## src/rtl/ps2_break_decoder_pkg.sv

```systemverilog
// ps2_break_decoder_pkg
//   Shared definitions for the PS/2 break-code decoder: frame FSM state
//   encoding, the PS/2 prefix bytes and the scancodes used downstream.
package ps2_break_decoder_pkg;

   typedef enum logic [1:0] {
      IDLE   = 2'd0,
      DATA   = 2'd1,
      PARITY = 2'd2,
      STOP   = 2'd3
   } rx_state_e;

   localparam logic [7:0] PS2_BREAK = 8'hF0;
   localparam logic [7:0] PS2_EXT   = 8'hE0;

   localparam logic [7:0] SC_ENTER  = 8'h5A;
   localparam logic [7:0] SC_TAB    = 8'h0D;
   localparam logic [7:0] SC_L      = 8'h4B;
   localparam logic [7:0] SC_D      = 8'h23;
   localparam logic [7:0] SC_A      = 8'h1C;

endpackage

```

## src/rtl/ps2_frame_rx.sv

```systemverilog
// ps2_frame_rx
//   Synchronises the raw PS/2 clock/data pair, detects ps2_clk falling edges
//   and assembles 11-bit frames (start, 8 data LSB first, odd parity, stop).
//   An in-progress frame is abandoned after TIMEOUT_CYCLES system clocks
//   without a ps2_clk fall.
// Ports:
//   clock      in   system clock, posedge
//   reset      in   asynchronous active-high reset
//   ps2_clk    in   raw keyboard clock (asynchronous)
//   ps2_data   in   raw keyboard data (asynchronous)
//   byte_out   out  last correctly framed byte
//   byte_valid out  one-cycle pulse per good frame
//   frame_err  out  one-cycle pulse per rejected or timed-out frame
module ps2_frame_rx
   import ps2_break_decoder_pkg::*;
#(
   parameter int unsigned TIMEOUT_CYCLES = 100000,
   parameter int unsigned SYNC_STAGES    = 2
) (
   input  logic       clock,
   input  logic       reset,
   input  logic       ps2_clk,
   input  logic       ps2_data,
   output logic [7:0] byte_out,
   output logic       byte_valid,
   output logic       frame_err
);

   localparam int unsigned TMO_W = $clog2(TIMEOUT_CYCLES + 1);
   localparam logic [TMO_W-1:0] TMO_MAX = TMO_W'(TIMEOUT_CYCLES);

   logic [SYNC_STAGES-1:0] clk_sync_q, data_sync_q;
   logic                   clk_prev_q;
   logic                   clk_s, data_s, fall;

   rx_state_e              state_q, state_d;
   logic [2:0]             bit_cnt_q, bit_cnt_d;
   logic [7:0]             sr_q, sr_d;
   logic                   par_q, par_d;
   logic [TMO_W-1:0]       tmo_q, tmo_d;
   logic [7:0]             byte_q, byte_d;
   logic                   valid_q, valid_d;
   logic                   err_q, err_d;

   assign clk_s  = clk_sync_q[SYNC_STAGES-1];
   assign data_s = data_sync_q[SYNC_STAGES-1];
   assign fall   = clk_prev_q & ~clk_s;

   // Sync flops reset to the idle-high line level so release of reset
   // never manufactures a falling edge.
   always_ff @(posedge clock or posedge reset) begin
      if (reset) begin
         clk_sync_q  <= '1;
         data_sync_q <= '1;
         clk_prev_q  <= 1'b1;
      end else begin
         clk_sync_q  <= {clk_sync_q[SYNC_STAGES-2:0], ps2_clk};
         data_sync_q <= {data_sync_q[SYNC_STAGES-2:0], ps2_data};
         clk_prev_q  <= clk_s;
      end
   end

   always_comb begin
      state_d   = state_q;
      bit_cnt_d = bit_cnt_q;
      sr_d      = sr_q;
      par_d     = par_q;
      byte_d    = byte_q;
      valid_d   = 1'b0;
      err_d     = 1'b0;

      // Saturating idle-time counter; cleared by any fall or while idle.
      if (state_q == IDLE || fall) begin
         tmo_d = '0;
      end else if (tmo_q != TMO_MAX) begin
         tmo_d = tmo_q + TMO_W'(1);
      end else begin
         tmo_d = tmo_q;
      end

      // A fall in the same cycle as the timeout limit takes priority.
      if (fall) begin
         case (state_q)
            IDLE: begin
               if (!data_s) begin
                  state_d   = DATA;
                  bit_cnt_d = 3'd0;
               end else begin
                  err_d = 1'b1;
               end
            end
            DATA: begin
               sr_d      = {data_s, sr_q[7:1]};
               bit_cnt_d = bit_cnt_q + 3'd1;
               if (bit_cnt_q == 3'd7) state_d = PARITY;
            end
            PARITY: begin
               par_d   = data_s;
               state_d = STOP;
            end
            STOP: begin
               if (data_s && (^{sr_q, par_q})) begin
                  byte_d  = sr_q;
                  valid_d = 1'b1;
               end else begin
                  err_d = 1'b1;
               end
               state_d = IDLE;
            end
            default: state_d = IDLE;
         endcase
      end else if (state_q != IDLE && tmo_q == TMO_MAX) begin
         state_d = IDLE;
         err_d   = 1'b1;
      end
   end

   always_ff @(posedge clock or posedge reset) begin
      if (reset) begin
         state_q   <= IDLE;
         bit_cnt_q <= 3'd0;
         sr_q      <= 8'd0;
         par_q     <= 1'b0;
         tmo_q     <= '0;
         byte_q    <= 8'd0;
         valid_q   <= 1'b0;
         err_q     <= 1'b0;
      end else begin
         state_q   <= state_d;
         bit_cnt_q <= bit_cnt_d;
         sr_q      <= sr_d;
         par_q     <= par_d;
         tmo_q     <= tmo_d;
         byte_q    <= byte_d;
         valid_q   <= valid_d;
         err_q     <= err_d;
      end
   end

   assign byte_out   = byte_q;
   assign byte_valid = valid_q;
   assign frame_err  = err_q;

endmodule

```

## src/rtl/ps2_break_decoder.sv

```systemverilog
// ps2_break_decoder
//   PS/2 receiver plus break-prefix tracking. Each key release (0xF0 followed
//   by a scancode) yields inPress = {8'hF0, scancode} with a one-cycle key
//   strobe. Make codes, typematic repeats and the 0xE0 prefix produce no key.
// Ports:
//   clock      in   system clock, posedge
//   reset      in   asynchronous active-high reset
//   ps2_clk    in   raw keyboard clock (asynchronous)
//   ps2_data   in   raw keyboard data (asynchronous)
//   inPress    out  last break code; holds between strobes
//   key        out  one-cycle strobe, inPress valid in the same cycle
//   byte_out   out  last correctly framed byte (debug)
//   byte_valid out  one-cycle pulse per good frame
//   frame_err  out  one-cycle pulse per rejected frame
module ps2_break_decoder
   import ps2_break_decoder_pkg::*;
#(
   parameter int unsigned TIMEOUT_CYCLES = 100000,
   parameter int unsigned SYNC_STAGES    = 2
) (
   input  logic        clock,
   input  logic        reset,
   input  logic        ps2_clk,
   input  logic        ps2_data,
   output logic [15:0] inPress,
   output logic        key,
   output logic [7:0]  byte_out,
   output logic        byte_valid,
   output logic        frame_err
);

   logic        break_pend_q, break_pend_d;
   logic [15:0] inpress_q;
   logic        is_prefix;

   ps2_frame_rx #(
      .TIMEOUT_CYCLES (TIMEOUT_CYCLES),
      .SYNC_STAGES    (SYNC_STAGES)
   ) u_frame_rx (
      .clock      (clock),
      .reset      (reset),
      .ps2_clk    (ps2_clk),
      .ps2_data   (ps2_data),
      .byte_out   (byte_out),
      .byte_valid (byte_valid),
      .frame_err  (frame_err)
   );

   // key is decoded in the byte_valid cycle so both strobe together; inPress
   // bypasses the new code in that cycle and holds the register otherwise.
   always_comb begin
      is_prefix    = (byte_out == PS2_BREAK) || (byte_out == PS2_EXT);
      key          = byte_valid && break_pend_q && !is_prefix;
      inPress      = key ? {PS2_BREAK, byte_out} : inpress_q;
      break_pend_d = break_pend_q;
      if (frame_err) begin
         break_pend_d = 1'b0;
      end else if (byte_valid) begin
         if (byte_out == PS2_BREAK) begin
            break_pend_d = 1'b1;
         end else if (byte_out != PS2_EXT) begin
            break_pend_d = 1'b0;
         end
      end
   end

   always_ff @(posedge clock or posedge reset) begin
      if (reset) begin
         break_pend_q <= 1'b0;
         inpress_q    <= 16'd0;
      end else begin
         break_pend_q <= break_pend_d;
         inpress_q    <= inPress;
      end
   end

endmodule

```

## config.mk

```make
export PLATFORM = sky130hd
export DESIGN_NAME = ps2_break_decoder
export DESIGN_NICKNAME = d
export VERILOG_FILES = /design/src/rtl/ps2_break_decoder_pkg.sv /design/src/rtl/ps2_frame_rx.sv /design/src/rtl/ps2_break_decoder.sv
export SDC_FILE = /design/constraint.sdc
export NUM_CORES = 1
export LEC_CHECK = 0
export ABC_CLOCK_PERIOD_IN_PS = 5250
export BUFFER_PORTS_ARGS = -buffer_cell sky130_fd_sc_hd__buf_4
export CORE_MARGIN = 4
export CORE_UTILIZATION = 45
export DETAILED_ROUTE_END_ITERATION = 8
export PLACE_DENSITY_LB_ADDON = 0.2
export REMOVE_ABC_BUFFERS = 1
export SYNTH_ARGS = -nofsm -noshare
export SYNTH_HDL_FRONTEND = slang
export SYNTH_SLANG_ARGS = --single-unit
```

## constraint.sdc

```tcl
create_clock -name clock -period 5.25 [get_ports clock]
set_input_delay 0.2625 -clock clock [delete_from_list [all_inputs] [get_ports clock]]
set_output_delay 0.2625 -clock clock [all_outputs]
set_load 0.005 [all_outputs]
```

**Word level (Yosys, flattened, before mapping)**

Index checks and enable logic that the tools add are counted.

- Latch bits: 0
- Bits in registers: 63
- Memory bits (writable): 0
- Bits in read-only memories: 0
- Memories: 0
- Logic and storage cells: 72

- Div/mod/pow operators: 0
- Bitwise operators: 2
- Shift-type cells: 0
- Mux-type cells: 22
- Multiply operators: 0
- Reductions and logical operators: 21
- Equal/unequal tests: 12
- $add $sub $neg: 2
- Order comparisons: 0

Operators with widths:

| operator | number |
|---|---|
| 17-bit 2-to-1 mux | 2 |
| 17-bit by 1-bit adder with 17-bit output (second input constant) | 1 |
| 17-bit equality test (second input constant) | 1 |
| 17-bit inequality test (second input constant) | 1 |
| 8-bit equality test (second input constant) | 2 |
| 16-bit 2-to-1 mux | 1 |
| 1-bit 2-to-1 mux | 11 |
| 2-bit nonzero test | 5 |
| 3-bit AND reduction | 3 |
| 9-bit parity | 1 |
| 2-bit 2-to-1 mux | 4 |
| 8-bit inequality test (second input constant) | 1 |
| 2-bit case mux with 4 select lines | 1 |
| 3-bit inequality test (second input constant) | 2 |
| 3-bit case mux with 2 select lines | 1 |
| 2-bit AND reduction | 3 |
| 2-bit equality test (second input constant) | 2 |
| 1-bit logical AND | 4 |
| 3-bit by 1-bit adder with 3-bit output (second input constant) | 1 |
| 3-bit equality test (second input constant) | 1 |
| 3-bit 2-to-1 mux | 1 |
| 3-bit nonzero test | 1 |
| 2-bit by 1-bit equality test with 1-bit output (second input constant) | 1 |
| 2-bit logical NOT | 1 |
| 6 further kinds | 7 |

**Depth between registers and ports, before layout**

Gate-level depths: netlist (run 1).

- Depth in word-level cells: 5
- Mapped depth: 8

**Cells and area by module**

A second synthesis (run 1) with hierarchy kept.

- Cells, all modules: 239
- Area total of the unflattened synthesis: 2,836.5 um2

By module, submodules not included:

| module | cells each | area each (um2) | sequential area each (um2) | instances |
|---|---|---|---|---|
| ps2_frame_rx | 188 | 2,182.1 | 1,157.4 | 1 |
| ps2_break_decoder | 51 | 654.4 | 425.4 | 1 |

**Least setup slack after synthesis (run 1)**

Ideal clock, no wire load.

- Kind: register to register
- Start point: register u_frame_rx.state_q[0]
- End point: register u_frame_rx.state_q[1]
- Period minus slack after synthesis: 1,956 ps
- Stages on the path, launching flop included: 9
- Path buffers: 2
- Slack: 3,294 ps
- Required time: 5,120 ps
- Arrival: 1,825 ps
- Cells stage by stage: dfrtp_1 -> inv_1 -> ha_1 -> clkbuf_1 -> nand2b_1 -> clkbuf_1 -> nor4_4 -> o221a_2 -> o21ai_0

- Word-level cells in the longest chain between the ends: 4
- Elaborated cells between the ends (all ways): 12
- Classes of those cells: eq/ne: 5; mux: 2; reduce/logical: 5

Ends and longest elaborated chain:

| item | line | source |
|---|---|---|
| from (decl) | ps2_frame_rx.sv:36 | `rx_state_e state_q, state_d;` |
| from (signal assigned) | ps2_frame_rx.sv:129 | `state_q <= state_d;` |
| branches (longest 4 deep; another with 2-bit case mux with 4 select lines) | -- |  |

Several ways; the timed one is not identified.
A chain may end at the register's enable or synchronous reset.

**Worst setup path after layout (run 1)**

- Start point: register u_frame_rx.byte_q[3], in the netlist u_frame_rx.byte_out[3]
- End point: output port inPress[1]

- Word-level cells in the longest chain between the ends: 5
- Elaborated cells between the ends (all ways): 6
- Classes of those cells: eq/ne: 2; mux: 1; reduce/logical: 3

Ends and longest elaborated chain:

| item | line | source |
|---|---|---|
| from (decl) | ps2_frame_rx.sv:41 | `logic [7:0] byte_q, byte_d;` |
| from (signal assigned) | ps2_frame_rx.sv:134 | `byte_q <= byte_d;` |
| 8-bit equality test | ps2_break_decoder.sv:52 | `is_prefix = (byte_out == PS2_BREAK) \|\| (byte_out == PS2_EXT);` |
| 1-bit logical OR (*) | ps2_break_decoder.sv:52 |  |
| 1-bit logical NOT (*) | ps2_break_decoder.sv:53 | `key = byte_valid && break_pend_q && !is_prefix;` |
| 1-bit logical AND (*) | ps2_break_decoder.sv:53 |  |
| 16-bit 2-to-1 mux (*) | ps2_break_decoder.sv:54 | `inPress = key ? {PS2_BREAK, byte_out} : inpress_q;` |
| to (decl) | ps2_break_decoder.sv:25 | `output logic [15:0] inPress,` |

Mark *: on every way between the ends. The rest lies on a longest branch, timed or not.

==> run summary, run 1 <==
### Global route
* 0 — initial antenna violation count
* 64 — pin count of the biggest net entering global routing
* 1765 — via count of the first global-routing pass
* 0.146 — total track usage
* 0 — residual overflow from global routing
* 8.54 mm — global-route wire length before repair

### Drt
* 4 — first-pass iteration count of the detailed router
* 0 — DRT antenna net count
* 13.9 um — wire length per cell
* 103 — drt initial violations
* 5.16 — via/cell ratio
* 254 um — Detail Route met3 WL
* 2.49 mm — Met1 Routed Length
* 2.18 mm — routed wire length on met2
* 5.01 mm — sum of routed wire length over all layers
* 1858 — via count
* met4 — topmost layer with routed signal wires
* 0 — final routed DRC violation total

### Setup path
* sky130_fd_sc_hd__nand2_1 — Critical Path Slowest Stage Cell
* 17 — largest fanout on the critical path
* 2180 ps — Arrival @ worst endpoint
* 4990 ps — data required time at the worst endpoint
* nor3_1 > a31oi_1 > nand2_1 > mux2_2 > buf_4 — chain of cells forming the critical path
* 470 ps — delay of the slowest critical-path stage
* primary output — type of destination of the critical path
* flip-flop — Setup crit start kind
* reg2out — critical path start-end classification

### Clock tree
* sky130_fd_sc_hd__clkbuf_8 — CTS root buf
* 2 — number of buffers on the longest clock path
* 340 ps — clock latency reported for the late side of the worst-skew pair
* 3 — count of H-tree levels built during CTS
* 0 — quantity of gates resized following cts
* 0 — number of buffers added to fix hold violations after cts
* 70 ps — clock-pin transition on the worst setup and hold timing paths
* 63 — clk sink count
* 9 — number of clock buffers inserted by TritonCTS
* 0 — Post-CTS Repair Setup Buffers
* yes — CTS tree

### Power
* 1.65 nW — leak pwr
* 0.250 — combinational group share of total power
* 0.000444 W — NetSw
* 0.322 — Clk pwr share
* 0.309 — switching share of power
* 0.428 — portion of total power attributed to sequential cells
* 0.254 mV — Worst VDD drop
* 433 nW/um^2 — ratio of total power to cell area
* 0.000992 W — design internal power
* 0.00144 W — total power

### STA
* 0.465 — fin crit share
* 4.89 ps — worst clock skew on the final layout
* 0.485 — worst max-slew margin expressed relative to the limit
* 0 — Max Transition Viols Final
* 772 ps — measured slew at the worst slew-check pin
* 0 ps — setup TNS
* 2440 ps — final critical path time including I/O delays and setup
* 0 — count of final hold-check violations
* no — unrepaired setup endpoints after global routing
* 2810 ps — worst-case setup margin in the final layout
* 25.4 ps — Fin Hold WS
* 0 — final setup violation count
* 410 MHz — Fmax

### Floorplanning
* 31 — I/O pin count
* 28 — row count
* 5990 sq um — floorplan core area
* 7560 sq um — full die area
* 86.9 um — die extent in x
* 86.9 um — vertical die dimension
* 0.468 — initial core utilization

### Synthesis
* 0.565 — sequential element share of the synthesized area
* 11.4 sq um — mean post-synth cell area
* sky130_fd_sc_hd__dfrtp_1, sky130_fd_sc_hd__mux2_2, sky130_fd_sc_hd__dfstp_2 — top post-synthesis cells by area
* 1.00 — async set or reset register ratio after synthesis
* 63 — Synth Register Bits
* 0.518 — area share of the largest cell type after synthesis
* 38 — number of distinct standard cells referenced by the synthesized netlist
* 2800 sq um — cell area after synthesis
* 245 — synthesized instance count
* 0 — count of flip-flops with a built-in enable after synthesis
* 0 — number of synthesis warnings
* sky130_fd_sc_hd__dfrtp_1 — area leader, netlist
* sky130_fd_sc_hd__dfrtp_1 — most common flop cell mapped by yosys

### Layout
* 0 — ant diodes
* 1150 sq um — area of the multi-input gates
* 511 — final-layout fill cell count
* 0.270 — share of post-route cells with drive strength above 1
* 1580 sq um — combined flip-flop and latch cell area
* 18.4% — Area growth syn-to-layout
* 293 — final net count
* 360 — Finished Layout Cells

### Placed design
* 30 — # port buffers
* 344 — DP Cell Count
* 2890 ps — worst slack, placed
* 3.34 mm — post-detail-place hpwl
* 0.774 — RD Place Congestion

### Run
* 0 — Max Cap Violations

### Outcome
* completed — run status

### Min path
* in2reg — worst hold path type

## cell type report
cell class	instances	area share
well taps	75	0.0283
multi-input cells	164	0.346
flip-flops and latches	63	0.477
clock inverters	7	0.0294
inverters	11	0.0124
repair buffers	31	0.0701
clock buffers	9	0.0373
## cells in the mapped netlist (all sizes together), types with 2 or more instances
cell type,count
and3,3
a21oi,7
clkbuf,5
inv,11
nand2b,6
o22ai,2
nor2b,2
nor4,3
mux2,19
and2,4
dfrtp,58
a21o,2
xnor2,8
nand3b,2
xor2,10
or3,3
dfstp,5
nand3,7
buf,2
ha,9
nor3,6
o21ai,7
nand2,33
nand4,5
nor2,17
## metrics by stage
step                      utilization  area (sq um)
after floorplan                     -          2770
after detailed placement        0.517          3100
after global placement          0.517          3100
final                           0.554          3320
after CTS                       0.554          3320
after global routing            0.554          3320
## state kept, by name (all words and copies together) (netlist names)
register	cells
u_frame_rx.clk_sync_q	2
u_frame_rx.state_q	2
u_frame_rx.sr_q	8
u_frame_rx.par_q	1
u_frame_rx.bit_cnt_q	3
break_pend_q	1
inpress_q	16
u_frame_rx.byte_out	8
u_frame_rx.byte_valid	1
u_frame_rx.clk_prev_q	1
u_frame_rx.tmo_q	17
u_frame_rx.data_sync_q	2
u_frame_rx.frame_err	1
## path summary, 6_finish.rpt
check / startpoint / end / slack (ps) / cells after the start
worst min register to register: u_frame_rx.clk_sync_q[0] / u_frame_rx.clk_sync_q[1] / 360 / 0
max in group asynchronous: reset / u_frame_rx.sr_q[1] / 4600 / 3
worst max-delay path: u_frame_rx.byte_out[3] / inPress[1] / 2810 / 5
min in group asynchronous: reset / u_frame_rx.tmo_q[2] / 160 / 3
worst max register to register: u_frame_rx.state_q[0] / u_frame_rx.state_q[1] / 2880 / 6
worst min-delay path: ps2_data / u_frame_rx.data_sync_q[0] / 30 / 1
## cells by family (layout without fill, tap and decap cells)
group,after synthesis,in the layout,synth area share
buf+inv,18,58,0.0259
fa+ha+maj,9,9,0.0402
simple gates,92,92,0.169
mux,20,20,0.0799
flops,63,63,0.565
xor+xnor,19,19,0.0670
compound gates,24,24,0.0531
## placed cells by master (no fill, tap or decap), drive strengths merged, types with 2 or more instances in the layout
master / n
o22ai: 2
dfrtp: 58
dfstp: 5
bufinv: 2
nand4: 5
nor2b: 2
nand3b: 2
nor3: 6
ha: 9
inv: 11
clkinvlp: 2
nand2: 33
nand3: 7
xor2: 10
clkinv: 3
mux2: 19
and3: 3
nand2b: 6
nor4: 3
clkbuf: 9
a21o: 2
or3: 3
buf: 31
nor2: 17
xnor2: 8
a21oi: 7
and2: 4
o21ai: 7
## power by group through the flow
stage	registers (W)	logic, W	clock network, W
after floorplan	0.000608	0.000288	0
after global placement	0.000621	0.000355	0
after detailed placement	0.000624	0.000361	0
after CTS	0.000615	0.000363	0.000475
after global routing	0.000627	0.000399	0.000499
final	0.000615	0.000359	0.000463
## layer usage
| metal | global-route usage | vias up |
|---|---|---|
| met2 | 0.207 | 40 |
| li1 | - | 904 |
| met5 | 0 | - |
| met4 | 0.0595 | 0 |
| met3 | 0.0568 | 10 |
| met1 | 0.202 | 904 |
## critical path: cells and delay by family, from the launching register on
family          cells  cell delay (ps)
mux                 1              420
simple gates        2              720
buf+inv             1              140
compound gates      1              140
flops               1              420
(Power assumes the default switching activity.)
==> run 2: changes to the inputs <==
--- a/config.mk
+++ b/config.mk
@@ -5,7 +5,8 @@
 export SDC_FILE = /design/constraint.sdc
 export NUM_CORES = 1
 export LEC_CHECK = 0
-export ABC_CLOCK_PERIOD_IN_PS = 5250
+export ABC_AREA = 1
+export ABC_CLOCK_PERIOD_IN_PS = 2480
 export BUFFER_PORTS_ARGS = -buffer_cell sky130_fd_sc_hd__buf_4
 export CORE_MARGIN = 4
 export CORE_UTILIZATION = 45
==> constraint.sdc (replaced) <==
create_clock -name clock -period 2.48 [get_ports clock]
set_input_delay 0.124 -clock clock [delete_from_list [all_inputs] [get_ports clock]]
set_output_delay 0.124 -clock clock [all_outputs]
set_load 0.005 [all_outputs]
==> run summary, run 2 <==
### Outcome
* completed — run status, unchanged

### Layout
* 0 — ant diodes, unchanged
* sky130_fd_sc_hd__nand2_1 — commonest non-fill, non-tap cell in the layout, was sky130_fd_sc_hd__dfrtp_1
* sky130_fd_sc_hd__nand2_1, sky130_fd_sc_hd__dfrtp_1, sky130_fd_sc_hd__inv_1, sky130_fd_sc_hd__buf_4, sky130_fd_sc_hd__o21ai_0 — most used cells in the layout excluding fill and tap cells, was sky130_fd_sc_hd__dfrtp_1, sky130_fd_sc_hd__nand2_1, sky130_fd_sc_hd__buf_4, sky130_fd_sc_hd__mux2_2, sky130_fd_sc_hd__nor2_1
* 393 — final net count, was 293
* u_frame_rx.tmo_q (17), inpress_q (16) — registers with the most flip-flops, unchanged
* u_frame_rx.tmo_q — register with the most flip-flops, unchanged
* 0.184 — share of post-route cells with drive strength above 1, was 0.270
* 20.5% — Area growth syn-to-layout, was 18.4%
* 17 — flip-flop count of the largest register, all copies and words added, unchanged

### Clock tree
* yes — CTS tree, unchanged
* 2 — number of buffers on the longest clock path, unchanged
* 60 ps — clock-pin transition on the worst setup and hold timing paths, was 70 ps
* sky130_fd_sc_hd__clkbuf_8 — CTS root buf, unchanged
* 9 — number of clock buffers inserted by TritonCTS, unchanged
* 340 ps — clock latency reported for the late side of the worst-skew pair, about the same
* 63 — clk sink count, unchanged
* 3 — count of H-tree levels built during CTS, unchanged
* 0 — quantity of gates resized following cts, unchanged

### Synthesis
* 338 — synthesized instance count, was 245
* sky130_fd_sc_hd__dfrtp_1 — most common flop cell mapped by yosys, unchanged
* sky130_fd_sc_hd__dfrtp_1 — area leader, netlist, unchanged
* sky130_fd_sc_hd__dfrtp_1, sky130_fd_sc_hd__nand2_1, sky130_fd_sc_hd__inv_1 — top post-synthesis cells by area, was sky130_fd_sc_hd__dfrtp_1, sky130_fd_sc_hd__mux2_2, sky130_fd_sc_hd__dfstp_2
* 32 — number of distinct standard cells referenced by the synthesized netlist, was 38
* 1.00 — async set or reset register ratio after synthesis, unchanged
* sky130_fd_sc_hd__nand2_1 — dominant cell by count in the synthesized netlist, was sky130_fd_sc_hd__dfrtp_1
* 63 — Synth Register Bits, unchanged
* sky130_fd_sc_hd__nand2_1, sky130_fd_sc_hd__dfrtp_1, sky130_fd_sc_hd__inv_1 — top post-synthesis cells by count, was sky130_fd_sc_hd__dfrtp_1, sky130_fd_sc_hd__nand2_1, sky130_fd_sc_hd__mux2_2
* 0 — number of synthesis warnings, unchanged
* 0 — count of flip-flops with a built-in enable after synthesis, unchanged
* 8.70 sq um — mean post-synth cell area, was 11.4 sq um
* 2940 sq um — cell area after synthesis, was 2800 sq um
* 0.493 — area share of the largest cell type after synthesis, was 0.518
* 0.538 — sequential element share of the synthesized area, was 0.565

### Setup path
* 15 — largest fanout on the critical path, was 17
* 1980 ps — Arrival @ worst endpoint, was 2180 ps
* flip-flop — Setup crit start kind, unchanged
* 8 — path depth of the worst reg2reg path, was 6
* reg2out — critical path start-end classification, unchanged
* 2360 ps — data required time at the worst endpoint, was 4990 ps
* primary output — type of destination of the critical path, unchanged

### STA
* 0.847 — fin crit share
* no — unrepaired setup endpoints after global routing, unchanged
* 476 MHz — Fmax
* 0 — final setup violation count, unchanged
* 703 ps — measured slew at the worst slew-check pin, was 772 ps
* 380 ps — worst-case setup margin in the final layout, was 2810 ps
* 0.531 — worst max-slew margin expressed relative to the limit, was 0.485
* 0 — Max Transition Viols Final, unchanged
* 0 — count of final hold-check violations, unchanged
* 9.08 ps — worst clock skew on the final layout, was 4.89 ps
* 0 ps — setup TNS, unchanged
* 2100 ps — final critical path time including I/O delays and setup

### Power
* 0.00197 W — design internal power, was 0.000992 W
* 0.382 — Clk pwr share, was 0.322
* 1.83 nW — leak pwr, was 1.65 nW
* 0.292 — switching share of power, was 0.309
* 784 nW/um^2 — ratio of total power to cell area, was 433 nW/um^2
* 0.332 mV — Worst VDD drop, was 0.254 mV
* 0.195 — combinational group share of total power, was 0.250
* 0.422 — portion of total power attributed to sequential cells, was 0.428
* 0.000812 W — NetSw, was 0.000444 W

### Min path
* 0 — instance count along the most critical hold path, was 1
* reg2reg — worst hold path type, was in2reg

### Drt
* 4.91 — via/cell ratio, was 5.16
* 12.2 um — wire length per cell, was 13.9 um
* 0 — DRT antenna net count, unchanged
* 4 — first-pass iteration count of the detailed router, unchanged
* 100 — drt initial violations, was 103
* 5.63 mm — sum of routed wire length over all layers, was 5.01 mm
* 0 — final routed DRC violation total, unchanged
* 2270 — via count, was 1858

### Floorplanning
* 88.9 um — die extent in x, was 86.9 um
* 6350 sq um — floorplan core area, was 5990 sq um
* 88.9 um — vertical die dimension, was 86.9 um
* 0.463 — initial core utilization, was 0.468
* 7890 sq um — full die area, was 7560 sq um
* 29 — row count, was 28
* 31 — I/O pin count, unchanged

### Placed design
* 702 ps — worst slack, placed, was 2890 ps
* 30 — # port buffers, unchanged
* 0.827 — RD Place Congestion, was 0.774
* 4.08 mm — post-detail-place hpwl, was 3.34 mm

### Global route
* 0.155 — total track usage, was 0.146
* 2115 — via count of the first global-routing pass, was 1765
* 0 — initial antenna violation count, unchanged
* 9.47 mm — global-route wire length before repair, was 8.54 mm
* 34 — pin count of the biggest net entering global routing, was 64
* 0 — residual overflow from global routing, unchanged

### Run
* 0 — Max Cap Violations, unchanged

-- run 2: cell types whose count changed after synthesis, moves of 6 or more --
cell,previous run,this run
sky130_fd_sc_hd__nand2_1,33,110
sky130_fd_sc_hd__nand3_1,7,17
sky130_fd_sc_hd__o21ai_0,7,19
sky130_fd_sc_hd__nand4_1,4,11
sky130_fd_sc_hd__mux2_2,19,2
sky130_fd_sc_hd__nand2b_1,6,0
sky130_fd_sc_hd__inv_1,11,39
sky130_fd_sc_hd__xor2_1,10,3
-- run 2: path summary, 6_finish.rpt --
kind / startpoint / to / slack, ps
hold reg to reg: u_frame_rx.data_sync_q[0] / u_frame_rx.data_sync_q[1] / 360
min in group asynchronous: reset / inpress_q[14] / 450
setup reg to reg: u_frame_rx.state_q[0] / u_frame_rx.state_q[1] / 760
max in group asynchronous: reset / inpress_q[5] / 1420
setup / recovery: u_frame_rx.byte_out[1] / inPress[14] / 380
hold / removal: u_frame_rx.data_sync_q[0] / u_frame_rx.data_sync_q[1] / 360
-- run 2: cells by family (layout without fill, tap and decap cells) --
kind of cell / count (synthesis) / after routing / synth area share
AOI/OAI and AO/OA: 35 / 35 / 0.0629
xor gates and xnor gates: 6 / 6 / 0.0179
adders and majority gates: 9 / 9 / 0.0383
buffers and inverters: 45 / 92 / 0.0595
DFF: 63 / 63 / 0.538
muxes: 2 / 2 / 0.00766
and+or+nand+nor: 178 / 178 / 0.276
-- run 2: metal layers --
layer / up-vias / track usage / wire length (um)
li1: 1163 / - / -
met1: 1050 / 0.203 / 2720
met2: 46 / 0.235 / 2440
met3: 11 / 0.0354 / 365
met4: 0 / 0.0865 / 102
met5: - / 0 / 0
-- run 2: final cells by class --
class                           instances  area [sq um]
Clock inverter                          2          60.1
Clock buffer                           14           183
Timing Repair Buffer                   36           290
Tap cell                               77          96.3
Inverter                               40           150
Fill cell                             577          2800
Sequential cell                        63          1580
Multi-Input combinational cell        230          1180
-- run 2: power groups by stage --
stage	sequential, W	clock [W]	combinational [W]
2_1_floorplan	0.00117	0	0.000433
3_3_place_gp	0.00119	0	0.000526
3_5_place_dp	0.00119	0	0.000542
4_1_cts	0.00117	0.00108	0.000552
5_1_grt	0.00118	0.00113	0.000637
6_report	0.00117	0.00106	0.000543
-- run 2: timing repair --
action,4_1_cts,5_1_grt
hold endpoints to repair,29,0
hold buffers,3,0
setup endpoints to repair,0,0
buffers inserted,0,0
-- run 2: worst max-delay path, cell delays in order, from the launching register on --
cell and delay, ps:
sky130_fd_sc_hd__dfrtp_1 410, sky130_fd_sc_hd__nor4_1 310, sky130_fd_sc_hd__nand4_1 150, sky130_fd_sc_hd__nand3_1 110, sky130_fd_sc_hd__inv_1 190, sky130_fd_sc_hd__or2_2 340, sky130_fd_sc_hd__buf_4 140
-- run 2: stage by stage --
stage / total power (W) / instances / hold slack (ps) / area, sq um / utilization
after floorplan: 0.00160 / 333 / 128 / 2920 / -
after global placement: 0.00171 / 443 / 233 / 3270 / 0.515
after detailed placement: 0.00173 / 443 / 234 / 3270 / 0.515
after CTS: 0.00281 / 462 / 357 / 3550 / 0.558
after global routing: 0.00295 / 462 / 360 / 3550 / 0.558
final: 0.00278 / 462 / 357 / 3550 / 0.558
